**src/rtl/regfile_param_if.sv**
```systemverilog
// Register file access bundle: read ports, two write ports and bulk-clear handshake.
interface regfile_param_if #(
  parameter int DATA_W = 8,
  parameter int ADDR_W = 3,
  parameter int NUM_RD = 2
);
  logic [NUM_RD*ADDR_W-1:0] ra;
  logic [NUM_RD*DATA_W-1:0] rd;
  logic                     we0;
  logic [ADDR_W-1:0]        wa0;
  logic [DATA_W-1:0]        wd0;
  logic                     we1;
  logic [ADDR_W-1:0]        wa1;
  logic [DATA_W-1:0]        wd1;
  logic                     clr_req;
  logic                     clr_busy;
  logic                     clr_done;

  modport master (
    output ra, we0, wa0, wd0, we1, wa1, wd1, clr_req,
    input  rd, clr_busy, clr_done
  );

  modport slave (
    input  ra, we0, wa0, wd0, we1, wa1, wd1, clr_req,
    output rd, clr_busy, clr_done
  );
endinterface

```
**src/rtl/regfile_param.sv**
```systemverilog
// Parametrised multi-read, dual-write register file with sequenced bulk clear.
// Optional write-first forwarding enabled by defining REGFILE_BYPASS_EN.
module regfile_param #(
  parameter int DATA_W  = 8,
  parameter int ADDR_W  = 3,
  parameter int NUM_RD  = 2,
  parameter int R0_ZERO = 0
) (
  input  logic            clk,
  input  logic            rst_n,
  regfile_param_if.slave  bus
);
  localparam int unsigned DEPTH = 2 ** ADDR_W;

  typedef enum logic {IDLE, CLEAR} state_t;

  state_t            state_q, state_d;
  logic [ADDR_W-1:0] cnt_q, cnt_d;
  logic              busy_q, busy_d;
  logic              done_q, done_d;
  logic [DATA_W-1:0] mem [DEPTH];
  logic              wr0_ok, wr1_ok;

  always_comb begin
    state_d = state_q;
    cnt_d   = cnt_q;
    busy_d  = busy_q;
    done_d  = 1'b0;
    case (state_q)
      IDLE: begin
        if (bus.clr_req) begin
          state_d = CLEAR;
          cnt_d   = '0;
          busy_d  = 1'b1;
        end
      end
      CLEAR: begin
        cnt_d = cnt_q + ADDR_W'(1);
        if (cnt_q == '1) begin
          state_d = IDLE;
          cnt_d   = '0;
          busy_d  = 1'b0;
          done_d  = 1'b1;
        end
      end
      default: state_d = IDLE;
    endcase
  end

  always_ff @(posedge clk or negedge rst_n) begin
    if (!rst_n) begin
      state_q <= IDLE;
      cnt_q   <= '0;
      busy_q  <= 1'b0;
      done_q  <= 1'b0;
    end else begin
      state_q <= state_d;
      cnt_q   <= cnt_d;
      busy_q  <= busy_d;
      done_q  <= done_d;
    end
  end

  assign bus.clr_busy = busy_q;
  assign bus.clr_done = done_q;

  assign wr0_ok = bus.we0 && !busy_q && !((R0_ZERO != 0) && (bus.wa0 == '0));
  assign wr1_ok = bus.we1 && !busy_q && !((R0_ZERO != 0) && (bus.wa1 == '0));

  // Port 1 is assigned last so it wins an address collision.
  always_ff @(posedge clk or negedge rst_n) begin
    if (!rst_n) begin
      for (int unsigned i = 0; i < DEPTH; i++) mem[i] <= '0;
    end else if (state_q == CLEAR) begin
      mem[cnt_q] <= '0;
    end else begin
      if (wr0_ok) mem[bus.wa0] <= bus.wd0;
      if (wr1_ok) mem[bus.wa1] <= bus.wd1;
    end
  end

  for (genvar g = 0; g < NUM_RD; g++) begin : g_rd
    logic [ADDR_W-1:0] a;
    logic [DATA_W-1:0] q;

    assign a = bus.ra[g*ADDR_W +: ADDR_W];

    always_comb begin
      q = mem[a];
`ifdef REGFILE_BYPASS_EN
      if (!busy_q) begin
        if (bus.we0 && (bus.wa0 == a)) q = bus.wd0;
        if (bus.we1 && (bus.wa1 == a)) q = bus.wd1;
      end
`endif
      if ((R0_ZERO != 0) && (a == '0)) q = '0;
    end

    assign bus.rd[g*DATA_W +: DATA_W] = q;
  end
endmodule

```
**src/flat_wrapper.sv**
```systemverilog
// flat-port wrapper written by rule: the top's interface ports become plain ports
module regfile_param_flat 
#(
  parameter int DATA_W  = 8,
  parameter int ADDR_W  = 3,
  parameter int NUM_RD  = 2,
  parameter int R0_ZERO = 0
)
  (clk, rst_n, bus_ra, bus_we0, bus_wa0, bus_wd0, bus_we1, bus_wa1, bus_wd1, bus_clr_req, bus_rd, bus_clr_busy, bus_clr_done);
  regfile_param_if #(.DATA_W(DATA_W), .ADDR_W(ADDR_W), .NUM_RD(NUM_RD)) bus_i ();
  input  logic clk;
  input  logic rst_n;
  input wire logic [$bits(bus_i.ra)-1:0] bus_ra;
  input wire logic [$bits(bus_i.we0)-1:0] bus_we0;
  input wire logic [$bits(bus_i.wa0)-1:0] bus_wa0;
  input wire logic [$bits(bus_i.wd0)-1:0] bus_wd0;
  input wire logic [$bits(bus_i.we1)-1:0] bus_we1;
  input wire logic [$bits(bus_i.wa1)-1:0] bus_wa1;
  input wire logic [$bits(bus_i.wd1)-1:0] bus_wd1;
  input wire logic [$bits(bus_i.clr_req)-1:0] bus_clr_req;
  output wire logic [$bits(bus_i.rd)-1:0] bus_rd;
  output wire logic [$bits(bus_i.clr_busy)-1:0] bus_clr_busy;
  output wire logic [$bits(bus_i.clr_done)-1:0] bus_clr_done;
  assign bus_i.ra = bus_ra;
  assign bus_i.we0 = bus_we0;
  assign bus_i.wa0 = bus_wa0;
  assign bus_i.wd0 = bus_wd0;
  assign bus_i.we1 = bus_we1;
  assign bus_i.wa1 = bus_wa1;
  assign bus_i.wd1 = bus_wd1;
  assign bus_i.clr_req = bus_clr_req;
  assign bus_rd = bus_i.rd;
  assign bus_clr_busy = bus_i.clr_busy;
  assign bus_clr_done = bus_i.clr_done;
  regfile_param #(.DATA_W(DATA_W), .ADDR_W(ADDR_W), .NUM_RD(NUM_RD), .R0_ZERO(R0_ZERO)) u_core (.clk(clk), .rst_n(rst_n), .bus(bus_i));
endmodule
```
**config.mk**
```make
export PLATFORM = sky130hd
export DESIGN_NAME = regfile_param_flat
export DESIGN_NICKNAME = d
export VERILOG_FILES = /design/src/rtl/regfile_param_if.sv /design/src/rtl/regfile_param.sv /design/src/flat_wrapper.sv
export SDC_FILE = /design/constraint.sdc
export NUM_CORES = 1
export LEC_CHECK = 0
export ABC_CLOCK_PERIOD_IN_PS = 3700
export BUFFER_PORTS_ARGS = -buffer_cell sky130_fd_sc_hd__buf_2
export CORE_UTILIZATION = 44
export CTS_BUF_LIST = sky130_fd_sc_hd__clkbuf_4 sky130_fd_sc_hd__clkbuf_8
export CTS_CLUSTER_SIZE = 20
export DETAILED_ROUTE_END_ITERATION = 6
export PLACE_DENSITY_LB_ADDON = 0.2
export REMOVE_ABC_BUFFERS = 1
export SLEW_MARGIN = 20
export SYNTH_ARGS = -nofsm -noshare
export SYNTH_HDL_FRONTEND = slang
export SYNTH_SLANG_ARGS = --single-unit
```
**constraint.sdc**
```tcl
create_clock -name clk -period 3.7 [get_ports clk]
set_clock_uncertainty 0.1 [all_clocks]
set_input_delay 0.74 -clock clk [delete_from_list [all_inputs] [get_ports clk]]
set_output_delay 0.74 -clock clk [all_outputs]
set_load 0.01 [all_outputs]
```
==> results by group <==
Critical path
  • Buf/Inv on CP: 2
  • Crit path largest cell delay: 0.59 ns
  • WP data arrival: 2.24 ns
  • Delay-heaviest family, CP: multiplexers
  • Reg2Reg Setup Slack: 0.95 ns
  • Reg-to-Reg End: u_core.mem[54]
  • CP Cell Sequence: buf_2 > mux4_2 > mux2_2 > buf_2
  • Critical path launch point: bus_ra[0]
  • Crit path top cell by count: buf_2
  • Worst Path Required: 2.86 ns
  • CP max stage cell: mux4_2
  • RR Startpoint: u_core.bus.clr_busy
  • Start-to-end type of the worst setup path: primary input to output pin
  • Worst reg2reg path depth: 4
  • Max FO, Critical Path: 16
  • Worst Setup End Kind: output pin
  • CP startpoint kind: primary input

Floorplan
  • Core box area: 11500 um2
  • Die area: 12200 um2
  • Die W: 111 um
  • Die H: 111 um
  • Site Rows: 39
  • Ports: 51
  • Starting Density: 45.2%

Finish
  • Register area: 1760 um2
  • Fillers: 1084
  • Layout Cells excl Fill: 737
  • Multi-input gate area: 3090 um2
  • Area delta synth->final: 8.87%
  • Post-Layout Inst Area: 5650 um2
  • Layout cells sized above 1: 21.7%
  • Fin util: 49.3%
  • Final net count: 624
  • N_diodes: 0

Synthesis
  • Post-synth top area share: 33.8%
  • Flops & latches, synth: 70
  • Synthesized area: 5190 um2
  • Part of the Yosys area used for sequential elements: 33.8%
  • Syn Inst Count: 579
  • Primary FF master, synth: dfrtp_1
  • Yosys top cell by area: dfrtp_1
  • Most common cell in the netlist: nor2_1
  • FFs w/ async S/R, synth: 100%
  • Syn_area_per_cell: 8.96 um2
  • Synth top cells by count: nor2_1 (115), dfrtp_1 (70), a211oi_1 (48)
  • EDFF count, synth: 0
  • Area contributors post-synth: dfrtp_1 (34%), mux4_2 (14%), nor2_1 (8.3%)
  • Cell variety after synth: 45
  • Ys Warns: 0

Placed design
  • Place WS: 0.601 ns
  • Port bufs: 50
  • Area after DPL: 5430 um2
  • RD Place Congestion: 0.902
  • Placed insts: 721
  • HPWL reported at the end of detailed placement: 12.8 mm

Detailed routing
  • Drt first pass iters: 7
  • DRC Markers: 0
  • Post-route ant nets: 0
  • DRT Wirelength: 18.0 mm
  • Routed length per instance: 24.4 um
  • Vias per cell: 6.83
  • Initial DRC count: 576
  • Vias: 5037

Clocking
  • CTS root buf: clkbuf_8
  • CTS Sinks: 70
  • H-tree depth: 3
  • Num CTS Buffers: 9
  • Worst skew pair latency: 0.36 ns
  • Postcts setup bufs: 0
  • CTS resizes: 0
  • CTS tree: yes
  • Maximum root-to-sink buffer count: 2
  • # hold bufs at CTS: 0
  • Worst-path clk slew: 0.08 ns

STA
  • Slew Limit Headroom: 34.9%
  • Final Cycle Share: 83.2%
  • Tmin final: 3.08 ns
  • Slew at the pin with the worst max-slew slack: 0.966 ns
  • Final WS setup: 0.623 ns
  • Hold Slack: 0.371 ns
  • Final setup viols: 0
  • F_max: 325 MHz
  • Final Max Tran Viols: 0
  • Total negative slack: 0 ns
  • RSZ-0062 raised after global routing: no
  • Fin. Hold Viols: 0

Global routing
  • GRT overflow: 0
  • First-pass GRT wire length: 28.5 mm
  • Largest net degree at the start of global routing: 72
  • Antenna violations before repair: 0
  • Tot GR Track Use: 30.5%
  • Number of global-route vias before repair: 4935

Job
  • Max-Cap Viols: 0

Pwr
  • Lkg Pwr: 2.26 nW
  • Tot Pwr: 3.97 mW
  • Power per Cell Area: 703 nW/um2
  • Max VDD drop: 0.000478 V

Status
  • Status: completed

Worst hold path
  • Hold Path Class: primary input to asynchronous set/reset pin
cell type report:
class	instances	share of cell area, %
sequential	70	31.1
inverter	25	1.66
multi-input combinational	425	54.7
tap	143	3.17
timing repair buffer	58	5.49
clock inverter	3	0.709
clock buffer	13	3.17
cells by family (layout without fill, tap and decap cells):
group	after synthesis	count (layout)	synth area share, %
simple gates	218	218	19.8
compound gates	156	156	21.8
buf+inv	84	99	6.66
flops	70	70	33.8
mux	49	49	17.6
fa+ha+maj	2	2	0.482
registers in the layout, indices dropped and copies added, names as in the netlist:
signal / flops
u_core.bus.clr_busy: 1
u_core.state_q: 1
u_core.bus.clr_done: 1
u_core.mem: 64
u_core.cnt_q: 3
worst max-delay path by stage:
stage | endpoint | slack, ns | cells after the start
after CTS | bus_rd[6] | 0.60 | 4
final | bus_rd[7] | 0.62 | 4
after detailed placement | bus_rd[6] | 0.60 | 4
after floorplan | u_core.mem[10] | 0.61 | 2
after global placement | bus_rd[8] | 0.65 | 4
after global routing | bus_rd[7] | 0.53 | 4
where the power goes:
part,internal (mW),switching [mW]
sequential,1.10,0.585
combinational,0.777,0.810
clock,0.383,0.316
worst register-to-register path, cell delays in order, from the launching register on:
cell      delay (ns)
dfrtp_1         0.53
or4b_1          0.93
or2_0           0.57
a211oi_1        0.36
o31ai_1         0.11
cells in the final DEF, fill, tap and decap left out, types with 3 or more instances in the layout:
| master | Yosys | routed |
|---|---|---|
| nand3b_1 | 4 | 4 |
| mux4_2 | 32 | 32 |
| nand3_1 | 36 | 36 |
| o31ai_1 | 40 | 40 |
| nand2b_1 | 14 | 14 |
| buf_4 | 2 | 8 |
| nand2_1 | 27 | 27 |
| mux2_2 | 16 | 16 |
| dfrtp_1 | 70 | 69 |
| o32ai_1 | 23 | 23 |
| inv_1 | 24 | 24 |
| o21ai_1 | 4 | 4 |
| clkbuf_8 | 0 | 13 |
| o22ai_1 | 19 | 19 |
| a211oi_1 | 48 | 48 |
| nor2_1 | 115 | 115 |
| or2_0 | 3 | 3 |
| a21oi_1 | 14 | 14 |
| buf_2 | 6 | 50 |
per-layer routing:
layer  vias to the layer above  share of wire (%)  global-route usage (%)
met5                         -                  0                       0
met4                         0                3.7                    13.0
met2                       329                 45                    45.8
met3                        54                9.3                    7.03
li1                       2188                  -                       -
met1                      2466                 42                    42.1
(Power assumes the default switching activity.)
